<file path="src/rtl/phase_scr_pkg.sv">
// Shared definitions for the 4-phase word scrambler and its descrambler.
// Encode and decode maps live side by side so they cannot drift apart.
package phase_scr_pkg;

   typedef enum logic {
      HUNT   = 1'b0,
      LOCKED = 1'b1
   } state_t;

   // Phase values, named after the transform the transmitter applies.
   localparam logic [1:0] PH_ROT1 = 2'd0;
   localparam logic [1:0] PH_ROT2 = 2'd1;
   localparam logic [1:0] PH_ROT3 = 2'd2;
   localparam logic [1:0] PH_INV  = 2'd3;

   // Transmit-side map: rotate left by 1/2/3 bits, or invert.
   function automatic logic [3:0] scr_encode(input logic [3:0] word, input logic [1:0] phase);
      case (phase)
         PH_ROT1: return {word[2:0], word[3]};
         PH_ROT2: return {word[1:0], word[3:2]};
         PH_ROT3: return {word[0], word[3:1]};
         default: return ~word;
      endcase
   endfunction

   // Receive-side map: exact inverse of scr_encode for the same phase.
   function automatic logic [3:0] scr_decode(input logic [3:0] word, input logic [1:0] phase);
      case (phase)
         PH_ROT1: return {word[0], word[3:1]};
         PH_ROT2: return {word[1:0], word[3:2]};
         PH_ROT3: return {word[2:0], word[3]};
         default: return ~word;
      endcase
   endfunction

endpackage

</file>
<file path="src/rtl/phase_unscramble.sv">
// Combinational 4-bit unscramble selected by the 2-bit phase.
module phase_unscramble
   import phase_scr_pkg::*;
(
   input  logic [3:0] word,
   input  logic [1:0] phase,
   output logic [3:0] plain
);

   // Pure lookup through the shared decode map.
   assign plain = scr_decode(word, phase);

endmodule

</file>
<file path="src/rtl/phase_descrambler.sv">
// Receive-side descrambler: hunts for the marker word to align its phase
// counter with the transmitter, then unscrambles accepted words into a
// single registered output stage with valid/ready handshaking.
module phase_descrambler
   import phase_scr_pkg::*;
#(
   parameter logic [3:0] SYNC_WORD = 4'hA,
   parameter int         ERR_W     = 8
)
(
   input  logic             clk,
   input  logic             rst_n,
   input  logic [3:0]       in_data,
   input  logic             in_valid,
   input  logic             in_sync,
   output logic             in_ready,
   output logic [3:0]       out_data,
   output logic             out_valid,
   input  logic             out_ready,
   output logic             locked,
   output logic [ERR_W-1:0] sync_err_cnt
);

   // Marker as it appears on the wire: scrambled at phase 0.
   localparam logic [3:0] MARKER_SCR = scr_encode(SYNC_WORD, PH_ROT1);

   state_t     state;
   state_t     state_nxt;
   logic [1:0] phase;
   logic [3:0] plain;
   logic       accept;
   logic       marker_hit;
   logic       data_hit;

   // Output stage is free when empty or being drained this cycle.
   assign in_ready = !out_valid || out_ready;
   assign accept   = in_valid && in_ready;

   // The raw marker pattern only counts while hunting; once locked it is data
   // unless explicitly flagged with in_sync.
   assign marker_hit = accept && (in_sync || (state == HUNT && in_data == MARKER_SCR));
   assign data_hit   = accept && !marker_hit && (state == LOCKED);

   phase_unscramble u_unscramble (
      .word  (in_data),
      .phase (phase),
      .plain (plain)
   );

   // State register.
   always_ff @(posedge clk) begin
      // NOTE: sequential state uses non-blocking assignments so every register
      // samples pre-edge values regardless of block evaluation order.
      if (!rst_n) state <= HUNT;
      else        state <= state_nxt;
   end

   // Next-state: any accepted marker locks; only reset returns to HUNT.
   always_comb begin
      // NOTE: default assignment first keeps this block free of inferred latches.
      state_nxt = state;
      if (marker_hit) state_nxt = LOCKED;
   end

   // Output decode of the FSM.
   always_comb begin
      locked = (state == LOCKED);
   end

   // Phase counter: realigns on a marker, advances on locked data, frozen otherwise.
   always_ff @(posedge clk) begin
      if (!rst_n)          phase <= PH_ROT1;
      else if (marker_hit) phase <= PH_ROT2;
      else if (data_hit)   phase <= phase + 2'd1;
   end

   // Saturating count of markers that arrive while locked at a nonzero phase.
   always_ff @(posedge clk) begin
      if (!rst_n) begin
         sync_err_cnt <= '0;
      end else if (marker_hit && state == LOCKED && phase != PH_ROT1 && sync_err_cnt != '1) begin
         sync_err_cnt <= sync_err_cnt + ERR_W'(1);
      end
   end

   // Output register: load on locked data, clear after a drain with nothing new.
   always_ff @(posedge clk) begin
      if (!rst_n) begin
         out_valid <= 1'b0;
         out_data  <= 4'h0;
      end else if (data_hit) begin
         out_valid <= 1'b1;
         out_data  <= plain;
      end else if (out_ready) begin
         out_valid <= 1'b0;
      end
   end

endmodule

</file>
<file path="config.mk">
export PLATFORM = sky130hd
export DESIGN_NAME = phase_descrambler
export DESIGN_NICKNAME = d
export VERILOG_FILES = /design/src/rtl/phase_scr_pkg.sv /design/src/rtl/phase_unscramble.sv /design/src/rtl/phase_descrambler.sv
export SDC_FILE = /design/constraint.sdc
export NUM_CORES = 1
export LEC_CHECK = 0
export ABC_AREA = 0
export BUFFER_PORTS_ARGS = -buffer_cell sky130_fd_sc_hd__buf_4
export CORE_UTILIZATION = 35
export CTS_CLUSTER_DIAMETER = 40
export DETAILED_ROUTE_END_ITERATION = 16
export SLEW_MARGIN = 25
export SYNTH_ARGS = -nofsm -noshare
export SYNTH_HDL_FRONTEND = slang
export SYNTH_SLANG_ARGS = --single-unit
</file>
<file path="constraint.sdc">
create_clock -name clk -period 1.8 [get_ports clk]
set_clock_uncertainty 0.05 [all_clocks]
set_input_delay 0 -clock clk [delete_from_list [all_inputs] [get_ports clk]]
set_output_delay 0 -clock clk [all_outputs]
set_load 0.01 [all_outputs]
</file>
==> impl_metrics.py <==
metrics = {
    "run_status": {
        "outcome": "finished, final reports clean",
    },
    "die": {
        "rows": 17,
        "start_util_pct": 38.0,
        "core-area_um2": 2250,
        "die_h_um": 51.5,
        "io_pins": 24,
        "dieArea_um2": 2650,
        "dieWidth_um": 51.5,
    },
    "synth": {
        "synth_area_um2": 857,
        "synth_seq_area_share_pct": 37.4,
        "synth_edf_count": 0,
        "yosys-top-cells-count": "dfxtp_1, nand2_1, nor2_1, ha_1",
        "synth_most_common_cell": "dfxtp_1",
        "synth_top_cells_by_area": "dfxtp_1, ha_1, mux2_2, nand2_1, a222oi_1",
        "yosys_warnings": 0,
        "synth_cell_type_count": 33,
        "ys.flop_type": "dfxtp_1",
        "ys_ff_latch": 16,
        "synthesis.nets": 110,
        "synthCells": 96,
        "synth_top_area_share_pct": 37.4,
        "synth_top_cell_by_area": "dfxtp_1",
        "async_reset_ff_share_pct": 0,
        "syn_area_per_cell_um2": 8.93,
    },
    "job": {
        "drv_cap": 0,
    },
    "sta": {
        "slew_headroom_pct": 76.3,
        "period_share_pct": 94.6,
        "finalSetupViolCount": 0,
        "holdWs_ps": 24.7,
        "period_minus_slack_ps": 1700,
        "finalSetupTns_ps": 0,
        "hold_violations": 0,
        "fmaxAchievable_mhz": 587,
        "tightest_slew_ps": 350,
        "drv_slew": 0,
    },
    "setup_path": {
        "slowest_stage": "or3_4",
        "rr_startpoint": "phase[0]",
        "crit_path_start": "phase[0]",
        "r2r_cells": 6,
        "crit_path_end_kind": "flop",
        "worstPathArrival_ps": 1880,
        "crit_end": "sync_err_cnt[0]",
        "cpMostUsedCell": "or3_4",
        "path_max_fanout": 4,
        "crit_path_cell_trace": "inv_1, ha_1, nand2b_4, or3_4, or3_4, a21oi_2",
        "required_ps": 1980,
        "worst_setup_path_start_kind": "flop",
        "path_buf_inv": 1,
        "worstSetupPathType": "reg2reg",
        "cp.depth": 6,
        "cpLargestDelayFamily": "simple AND/OR/NAND/NOR gates",
        "max_stage_delay_ps": 370,
        "r2r-end": "sync_err_cnt[0]",
        "reg2reg_setup_slack_ps": 100,
    },
    "cts": {
        "clock_sinks": 16,
        "htree_levels": 1,
        "cts_buffers": 3,
        "path_clk_slew_ps": 90,
        "clk_path_buf_depth": 2,
        "cts_root_buffer": "clkbuf_4",
        "cts_tree": "done",
        "clk_latency_ps": 280,
    },
    "global_route": {
        "grtUsageTotal_pct": 16.9,
        "antenna_found_initial": 0,
        "grt_max_degree": 13,
        "grt_pass1_vias": 734,
        "overflow": 0,
        "grt_pass1_wl_um": 3280,
    },
    "placement": {
        "place.gp.congestion": 0.791,
        "placed_cell_area_um2": 1100,
        "hpwl_um": 1480,
        "numPortBuffers": 23,
    },
    "finish": {
        "syn_to_final_growth_pct": 39.7,
        "num_antenna_cells": 0,
        "stdcell_area_um2": 1200,
        "drive_above_1_share_pct": 35.9,
        "final_nets": 147,
        "fin_util_pct": 53.1,
    },
    "detailed_routing": {
        "ant_nets": 0,
        "routed_via_density": 5.51,
        "drt-pass1-iter-count": 4,
        "vias": 876,
        "drt-total-wl_um": 2130,
        "drc": 0,
        "wl_per_cell_um": 13.4,
        "drt-initial-drc-count": 37,
    },
    "worst_hold_path": {
        "hp-class": "in2reg",
        "worstHoldPathCells": 3,
    },
    "pwr": {
        "power.leakage_nw": 0.494,
        "ir_drop_mv": 0.567,
        "p_per_area_nw_per_um2": 552,
    },
}
[worst register-to-register path, stage by stage, from the launching register on]
cell and delay [ps]:
dfxtp_2 330, inv_1 60, ha_1 220, nand2b_4 140
or3_4 340, or3_4 370, a21oi_2 130
[placed cells by master (no fill, tap or decap), types with 3 or more instances in the layout]
| master | count |
|---|---|
| clkbuf_4 | 3 |
| ha_1 | 5 |
| dfxtp_1 | 14 |
| nand2_1 | 12 |
| nor3_1 | 4 |
| inv_1 | 4 |
| a222oi_1 | 4 |
| nand3_1 | 3 |
| buf_4 | 29 |
| o21ai_0 | 3 |
| nor2_1 | 6 |
| dlygate4sd3_1 | 4 |
| mux2_2 | 4 |
| o22ai_1 | 4 |
[per-layer routing]
metal  vias to the layer above  routed length [µm]  GRT usage [%]
met5                         -                   0              0
met2                        25                 944           25.1
li1                        437                   -              -
met4                         0                  38           4.05
met3                         4                 114           6.25
met1                       410                1030           23.1
[how the worst min path moves through the flow]
stage	endpoint	from	slack (ps)
2_1_floorplan	in_ready	out_ready	100
3_3_place_gp	locked	rst_n	280
3_5_place_dp	locked	rst_n	280
4_1_cts	out_data[3]	in_data[3]	0.9
5_1_grt	out_data[0]	in_data[0]	20
6_report	out_data[0]	in_data[0]	20
[metrics by stage]
| stage | instances | worst slack, ps | power (W) |
|---|---|---|---|
| after floorplan | 96 | 62.1 | 0.000424 |
| after global placement | 151 | 125 | 0.000466 |
| after detailed placement | 151 | 39.1 | 0.000469 |
| after CTS | 156 | 9.11 | 0.000663 |
| after global routing | 159 | -22.3 | 0.000705 |
| final | 159 | 96.4 | 0.000661 |
[cell type report]
cell class | count | area, µm²
fill | 216 | 1060
tap | 28 | 35.0
sequential | 16 | 323
timing repair buffer | 33 | 258
clock buffer | 3 | 22.5
multi-input combinational | 75 | 544
inverter | 4 | 15.0
[state kept, by name (all words and copies together) (netlist names)]
signal,cells
sync_err_cnt,8
out_data,4
phase,2
locked,1
out_valid,1
[kinds of logic (layout without fill, tap and decap cells)]
logic type | after synthesis | after routing | share of synthesized area, %
flops | 16 | 16 | 37.4
compound gates | 22 | 22 | 18.1
mux | 5 | 5 | 6.42
simple gates | 43 | 43 | 28.6
fa+ha+maj | 5 | 5 | 7.30
buf+inv | 5 | 40 | 2.19
[what timing repair did]
action                                  4_1_cts  5_1_grt
setup buffers                                 0        1
hold buffers                                  2        2
endpoints found under the hold margin         8        2
endpoints found under the setup margin        0        5
resized for setup                             0        7
[report_power, final]
group / internal [W] / switching [W]
combinational: 0.0000577 / 0.0000499
sequential: 0.000361 / 0.00000435
clock: 0.0000777 / 0.000111
total: 0.000496 / 0.000165
Note: power is estimated with default switching activity, not from simulation.
